==> config.mk <==
export PLATFORM = sky130hd
export DESIGN_NAME = ds_operand_sequencer
export DESIGN_NICKNAME = d
export VERILOG_FILES = /design/src/rtl/ds_operand_sequencer_pkg.sv /design/src/rtl/ds_digit_shifter.sv /design/src/rtl/ds_operand_sequencer.sv
export SDC_FILE = /design/constraint.sdc
export NUM_CORES = 1
export LEC_CHECK = 0
export ABC_CLOCK_PERIOD_IN_PS = 4150
export BUFFER_PORTS_ARGS = -buffer_cell sky130_fd_sc_hd__buf_4
export CORE_ASPECT_RATIO = 0.6
export CORE_MARGIN = 1.5
export CORE_UTILIZATION = 45
export CTS_BUF_LIST = sky130_fd_sc_hd__clkbuf_8
export DETAILED_ROUTE_END_ITERATION = 6
export GPL_ROUTABILITY_DRIVEN = 0
export PLACE_DENSITY = 0.75
export SETUP_SLACK_MARGIN = 0.3
export SLEW_MARGIN = 20
export SYNTH_ARGS = -nofsm -noshare
export SYNTH_HDL_FRONTEND = slang
export SYNTH_SLANG_ARGS = --single-unit
==> constraint.sdc <==
create_clock -name clk -period 4.15 [get_ports clk]
set_clock_uncertainty 0.05 [all_clocks]
set_input_delay 1.245 -clock clk [delete_from_list [all_inputs] [get_ports clk]]
set_output_delay 1.245 -clock clk [all_outputs]
set_load 0.005 [all_outputs]
==> src/rtl/ds_operand_sequencer_pkg.sv <==
// Shared configuration for the digit-serial operand sequencer.
// Latency: n/a (constants and types only).
// Backpressure: n/a.
package ds_operand_sequencer_pkg;

    // Default operand width and digit width.
    localparam int CFG_DATA_WIDTH = 8;
    localparam int CFG_N_DIGITAL  = 2;

    // Extra cycles beyond ITER that WAIT tolerates before declaring a timeout.
    localparam int WDOG_MARGIN    = 4;

    typedef enum logic [2:0] {
        ST_IDLE  = 3'd0,
        ST_START = 3'd1,
        ST_FEED  = 3'd2,
        ST_WAIT  = 3'd3,
        ST_OUT   = 3'd4
    } seq_state_e;

endpackage

==> src/rtl/ds_digit_shifter.sv <==
// Loadable left-shift register presenting an operand N_DIGITAL bits at a time, MSB digit first.
// Latency: digit_o shows the top digit of the loaded value the cycle after load_i.
// Backpressure: none; advances by one digit only on cycles where shift_i is high.
module ds_digit_shifter
    import ds_operand_sequencer_pkg::*;
#(
    parameter int DATA_WIDTH = CFG_DATA_WIDTH,
    parameter int N_DIGITAL  = CFG_N_DIGITAL
) (
    input  logic                  clk,
    input  logic                  rst_n,
    input  logic                  load_i,
    input  logic                  shift_i,
    input  logic [DATA_WIDTH-1:0] load_dat_i,
    output logic [N_DIGITAL-1:0]  digit_o
);

    logic [DATA_WIDTH-1:0] shreg_q;

    // Load has priority; otherwise move the next digit into the top slot.
    always_ff @(posedge clk or negedge rst_n) begin
        if (!rst_n) begin
            shreg_q <= '0;
        end else if (load_i) begin
            shreg_q <= load_dat_i;
        end else if (shift_i) begin
            shreg_q <= shreg_q << N_DIGITAL;
        end
    end

    assign digit_o = shreg_q[DATA_WIDTH-1 -: N_DIGITAL];

endmodule

==> src/rtl/ds_operand_sequencer.sv <==
// Sequences one a/g/b operand triple into a digit-serial multiplier and returns its product.
// Latency: start pulse 1 cycle after accept, ITER digit cycles, then result on mul_done or after ITER+4 WAIT cycles.
// Backpressure: in_ready only in IDLE; result held in OUT until out_ready, no combinational ready/valid paths.
module ds_operand_sequencer
    import ds_operand_sequencer_pkg::*;
#(
    parameter int DATA_WIDTH = CFG_DATA_WIDTH,
    parameter int N_DIGITAL  = CFG_N_DIGITAL,
    parameter int ITER       = DATA_WIDTH / N_DIGITAL
) (
    input  logic                  clk,
    input  logic                  rst_n,
    input  logic                  in_valid,
    output logic                  in_ready,
    input  logic [DATA_WIDTH-1:0] in_a,
    input  logic [DATA_WIDTH-1:0] in_g,
    input  logic [DATA_WIDTH-1:0] in_b,
    output logic                  mul_start,
    output logic [DATA_WIDTH-1:0] mul_a,
    output logic [DATA_WIDTH-1:0] mul_g,
    output logic [N_DIGITAL-1:0]  mul_b,
    input  logic                  mul_done,
    input  logic [DATA_WIDTH-1:0] mul_t,
    output logic                  out_valid,
    input  logic                  out_ready,
    output logic [DATA_WIDTH-1:0] out_t,
    output logic                  err_timeout
);

    localparam int CNT_W = $clog2(ITER + WDOG_MARGIN + 1);
    localparam logic [CNT_W-1:0] K_LAST  = CNT_W'(ITER - 1);
    localparam logic [CNT_W-1:0] WD_LAST = CNT_W'(ITER + WDOG_MARGIN - 1);
    localparam logic [CNT_W-1:0] CNT_MAX = '1;

    // Operands must split into a whole number of digits.
    if ((DATA_WIDTH % N_DIGITAL) != 0) begin : g_bad_digit_width
        $error("DATA_WIDTH must be a multiple of N_DIGITAL");
    end
    if ((ITER * N_DIGITAL) != DATA_WIDTH) begin : g_bad_iter
        $error("ITER must equal DATA_WIDTH / N_DIGITAL");
    end

    seq_state_e            state_q, state_d;
    logic [CNT_W-1:0]      k_q, k_d;
    logic [CNT_W-1:0]      wd_q, wd_d;
    logic [DATA_WIDTH-1:0] out_t_q, out_t_d;
    logic                  err_q, err_d;
    logic                  in_ready_q;
    logic [DATA_WIDTH-1:0] a_q, g_q;
    logic                  accept;
    logic                  feed;
    logic [N_DIGITAL-1:0]  digit;

    ds_digit_shifter #(
        .DATA_WIDTH (DATA_WIDTH),
        .N_DIGITAL  (N_DIGITAL)
    ) u_digit_shifter (
        .clk        (clk),
        .rst_n      (rst_n),
        .load_i     (accept),
        .shift_i    (feed),
        .load_dat_i (in_b),
        .digit_o    (digit)
    );

    // Next-state, counters, result capture and sticky error.
    always_comb begin
        state_d = state_q;
        k_d     = k_q;
        wd_d    = wd_q;
        out_t_d = out_t_q;
        err_d   = err_q;
        accept  = 1'b0;
        feed    = 1'b0;
        case (state_q)
            ST_IDLE: begin
                if (in_valid && in_ready_q) begin
                    accept  = 1'b1;
                    k_d     = '0;
                    wd_d    = '0;
                    state_d = ST_START;
                end
            end
            ST_START: begin
                k_d     = '0;
                state_d = ST_FEED;
            end
            ST_FEED: begin
                feed = 1'b1;
                if (k_q != CNT_MAX) begin
                    k_d = k_q + CNT_W'(1);
                end
                if (mul_done) begin
                    // A completion before the last digit means the multiplier lost sync.
                    out_t_d = mul_t;
                    if (k_q != K_LAST) begin
                        err_d = 1'b1;
                    end
                    state_d = ST_OUT;
                end else if (k_q == K_LAST) begin
                    wd_d    = '0;
                    state_d = ST_WAIT;
                end
            end
            ST_WAIT: begin
                if (mul_done) begin
                    out_t_d = mul_t;
                    state_d = ST_OUT;
                end else if (wd_q == WD_LAST) begin
                    out_t_d = '0;
                    err_d   = 1'b1;
                    state_d = ST_OUT;
                end else if (wd_q != CNT_MAX) begin
                    wd_d = wd_q + CNT_W'(1);
                end
            end
            ST_OUT: begin
                if (out_ready) begin
                    state_d = ST_IDLE;
                end
            end
            default: state_d = ST_IDLE;
        endcase
    end

    // Control state; in_ready is registered so it stays low for the whole reset.
    always_ff @(posedge clk or negedge rst_n) begin
        if (!rst_n) begin
            state_q    <= ST_IDLE;
            k_q        <= '0;
            wd_q       <= '0;
            out_t_q    <= '0;
            err_q      <= 1'b0;
            in_ready_q <= 1'b0;
        end else begin
            state_q    <= state_d;
            k_q        <= k_d;
            wd_q       <= wd_d;
            out_t_q    <= out_t_d;
            err_q      <= err_d;
            in_ready_q <= (state_d == ST_IDLE);
        end
    end

    // Operand latches, held stable for the whole job.
    always_ff @(posedge clk or negedge rst_n) begin
        if (!rst_n) begin
            a_q <= '0;
            g_q <= '0;
        end else if (accept) begin
            a_q <= in_a;
            g_q <= in_g;
        end
    end

    assign in_ready    = in_ready_q;
    assign mul_start   = (state_q == ST_START);
    assign mul_a       = a_q;
    assign mul_g       = g_q;
    assign mul_b       = (state_q == ST_FEED) ? digit : '0;
    assign out_valid   = (state_q == ST_OUT);
    assign out_t       = out_t_q;
    assign err_timeout = err_q;

endmodule

==> impl_metrics.toml <==
[run_status]
status = "finished, final reports clean"

[setup_path]
cp_data_required_time_ns = 2.85
end_kind = "output pin"
worst-setup-path-type = "register to output pin"
arrival_ns = 1.60
reg2reg_setup_slack_ns = 2.07
crit_path_max_fanout = 14
crit_chain = "nor3b_2 -> buf_4 -> and2_1 -> buf_4"
start_kind = "register"
cp_top_family = "flip-flops"
cpPeakStageDelay_ns = 0.59
crit_slowest_cell = "dfrtp_1"
cp-endpoint = "mul_b[1]"
r2r_cells = 5
crit_top_cell = "buf_4"
crit_path_start = "state_q[1]"
r2r-end = "wd_q[0]"
path_buf_inv = 2
r2r_start = "k_q[0]"
worstSetupPathDepth = 4

[yosys]
yosysWarnings = 0
yosysMostFrequentCell = "dfrtp_1"
synth_edf_count = 0
yosysTopAreaCellShare = 0.560
netlist_area_um2 = 2010
yosys-top-cells-area = "dfrtp_1 56%, mux2_2 9.0%, a32o_1 4.0%, a21o_1 2.6%, a22o_1 2.6%"
yosysSeqAreaShare = 0.560
synthDistinctLibCells = 38
synth_cells = 162
postSynthAreaPerCell_um2 = 12.4
post-synth-top-area-cell = "dfrtp_1"
ys.flop_type = "dfrtp_1"
ys_seq_elements = 45
syn_nets = 201
synth_common_cells = "45 x dfrtp_1, 16 x mux2_2, 11 x nand2_1"
synth-async-reset-ratio = 1.00

[clocking]
cts_tree = "done"
post_cts_resized = 0
hold_buffers = 0
insertion_delay_ns = 0.30
numCtsBuffers = 5
cts.sinks = 45
path_clk_slew_ns = 0.09
cts.htree.levels = 2
cts_buffer_depth = 2
root_buffer = "clkbuf_8"
cts_setup_buffers = 0

[grt]
grt_first_pass_wirelength_um = 6680
grt_use_total = 0.190
antenna_found_initial = 0
overflow = 0
grt_start_max_net_pins = 46
grt_pass1_vias = 1385

[route]
post_drt_wl_per_cell_um = 14.8
via_per_inst = 5.36
ant_nets = 0
routed_wl_um = 4290
drtPass1Iterations = 4
via_count = 1554
drtIter0Drc = 89
route.detailed.drc = 0

[timing]
fin_crit_ns = 2.90
rsz0062_at_grt = "false"
worst_slew_pin_slew_ns = 0.645
slew_headroom = 0.569
timing.final.hold_violations = 0
fin_tns_setup_ns = 0
timing.fmax_mhz = 345
finalSetupViolations = 0
fin_crit_sh = 0.699
drv_slew = 0
fin_ws_ns = 1.25

[place]
dpl.hpwl_um = 3100
dp_slack_ns = 1.59
io_buffers = 66

[power_and_ir_drop]
net-switching-power_uw = 602
switching_share = 0.340
p_per_area_nw_per_um2 = 667
p_clk_frac = 0.157
p_int_mw = 1.17
leakagePower_nw = 1.28
vdd_drop_max_uv = 317
combPwrFrac = 0.414
p_seq_frac = 0.429

[job]
drv_cap = 0

[floorplan]
start_util = 0.480
io_pins = 67
core_um2 = 4190
rows = 18
fp.dieArea_um2 = 4890
die_h_um = 54.8
fp.dieW_um = 89.3

[final_layout]
fin_nets = 268
fillers = 343
diodes = 0
area_delta_synth_final_pct = 32.0
drive_gt1_frac = 0.430

[worst_hold_path]
hp-class = "register to register"
==> state kept, by name, indices dropped and copies added (netlist names) <==
name / cells
mul_a: 8
mul_g: 8
out_t: 8
u_digit_shifter.shreg_q: 8
k_q: 4
wd_q: 4
state_q: 3
err_timeout: 1
in_ready: 1
==> per-stage QoR <==
| step | cells | utilization | cell area, µm² | total power, mW | hold slack [ns] |
|---|---|---|---|---|---|
| finish | 290 | 0.633 | 2650 | 1.77 | 0.431 |
| global route | 290 | 0.633 | 2650 | 1.91 | 0.448 |
| CTS | 290 | 0.633 | 2650 | 1.79 | 0.432 |
| detailed placement | 282 | 0.611 | 2560 | 1.51 | 0.411 |
| global placement | 282 | 0.611 | 2560 | 1.48 | 0.417 |
| floorplan | 162 | - | 2010 | 1.17 | 0.391 |
==> per-layer routing <==
layer  share of wire  wire length, µm  track usage  vias up
li1                -                -            -      746
met1            0.51             2170        0.275      746
met2            0.41             1770        0.268       54
met3           0.067              288       0.0618        8
met4           0.016               68       0.0667        0
met5               0                0            0        -
==> power by group through the flow <==
| stage | logic (mW) | registers, mW | clock network [mW] |
|---|---|---|---|
| after global routing | 0.816 | 0.788 | 0.307 |
| final | 0.732 | 0.759 | 0.277 |
| after detailed placement | 0.741 | 0.766 | 0 |
| after global placement | 0.724 | 0.760 | 0 |
| after floorplan | 0.437 | 0.728 | 0 |
| after CTS | 0.741 | 0.758 | 0.287 |
==> worst min path at each step <==
| stage | startpoint | end | slack [ns] | cells after the start |
|---|---|---|---|---|
| finish | u_digit_shifter.shreg_q[7] | u_digit_shifter.shreg_q[7] | 0.43 | 1 |
| global route | u_digit_shifter.shreg_q[7] | u_digit_shifter.shreg_q[7] | 0.45 | 1 |
| CTS | u_digit_shifter.shreg_q[7] | u_digit_shifter.shreg_q[7] | 0.43 | 1 |
| detailed placement | u_digit_shifter.shreg_q[7] | u_digit_shifter.shreg_q[7] | 0.41 | 1 |
| global placement | u_digit_shifter.shreg_q[6] | u_digit_shifter.shreg_q[6] | 0.42 | 1 |
| floorplan | u_digit_shifter.shreg_q[6] | u_digit_shifter.shreg_q[6] | 0.39 | 1 |
==> layout make-up <==
type	count	area (µm²)	share of cell area
clock buffer	5	68.8	0.0259
inverter	3	11.3	0.00425
clock inverter	3	25.0	0.00943
multi-input combinational	106	836	0.315
timing repair buffer	68	510	0.192
sequential	45	1130	0.425
tap	60	75.1	0.0283
==> kinds of logic (layout without fill, tap and decap cells) <==
group,after synthesis,count (layout),share of synthesized area
multiplexers,18,18,0.101
flip-flops,45,45,0.560
adder cells (fa/ha/maj),2,2,0.0125
AO/OA/AOI/OAI,44,44,0.178
buffers and inverters,11,79,0.0237
AND/OR/NAND/NOR,42,42,0.125
==> cells in the final DEF (no fill, tap or decap), types with 3 or more instances in the layout <==
cell      instances
nor3_1            4
clkbuf_8          5
a32o_1            8
and2_1            5
inv_1             3
nand2_1          11
buf_4            68
dfrtp_1          45
nand3_1           3
mux2_2           16
nand3b_1          3
a21o_1            7
nor2_1            6
a22o_1            6
o21ai_0           8
Power figures use the tool's default switching activity.
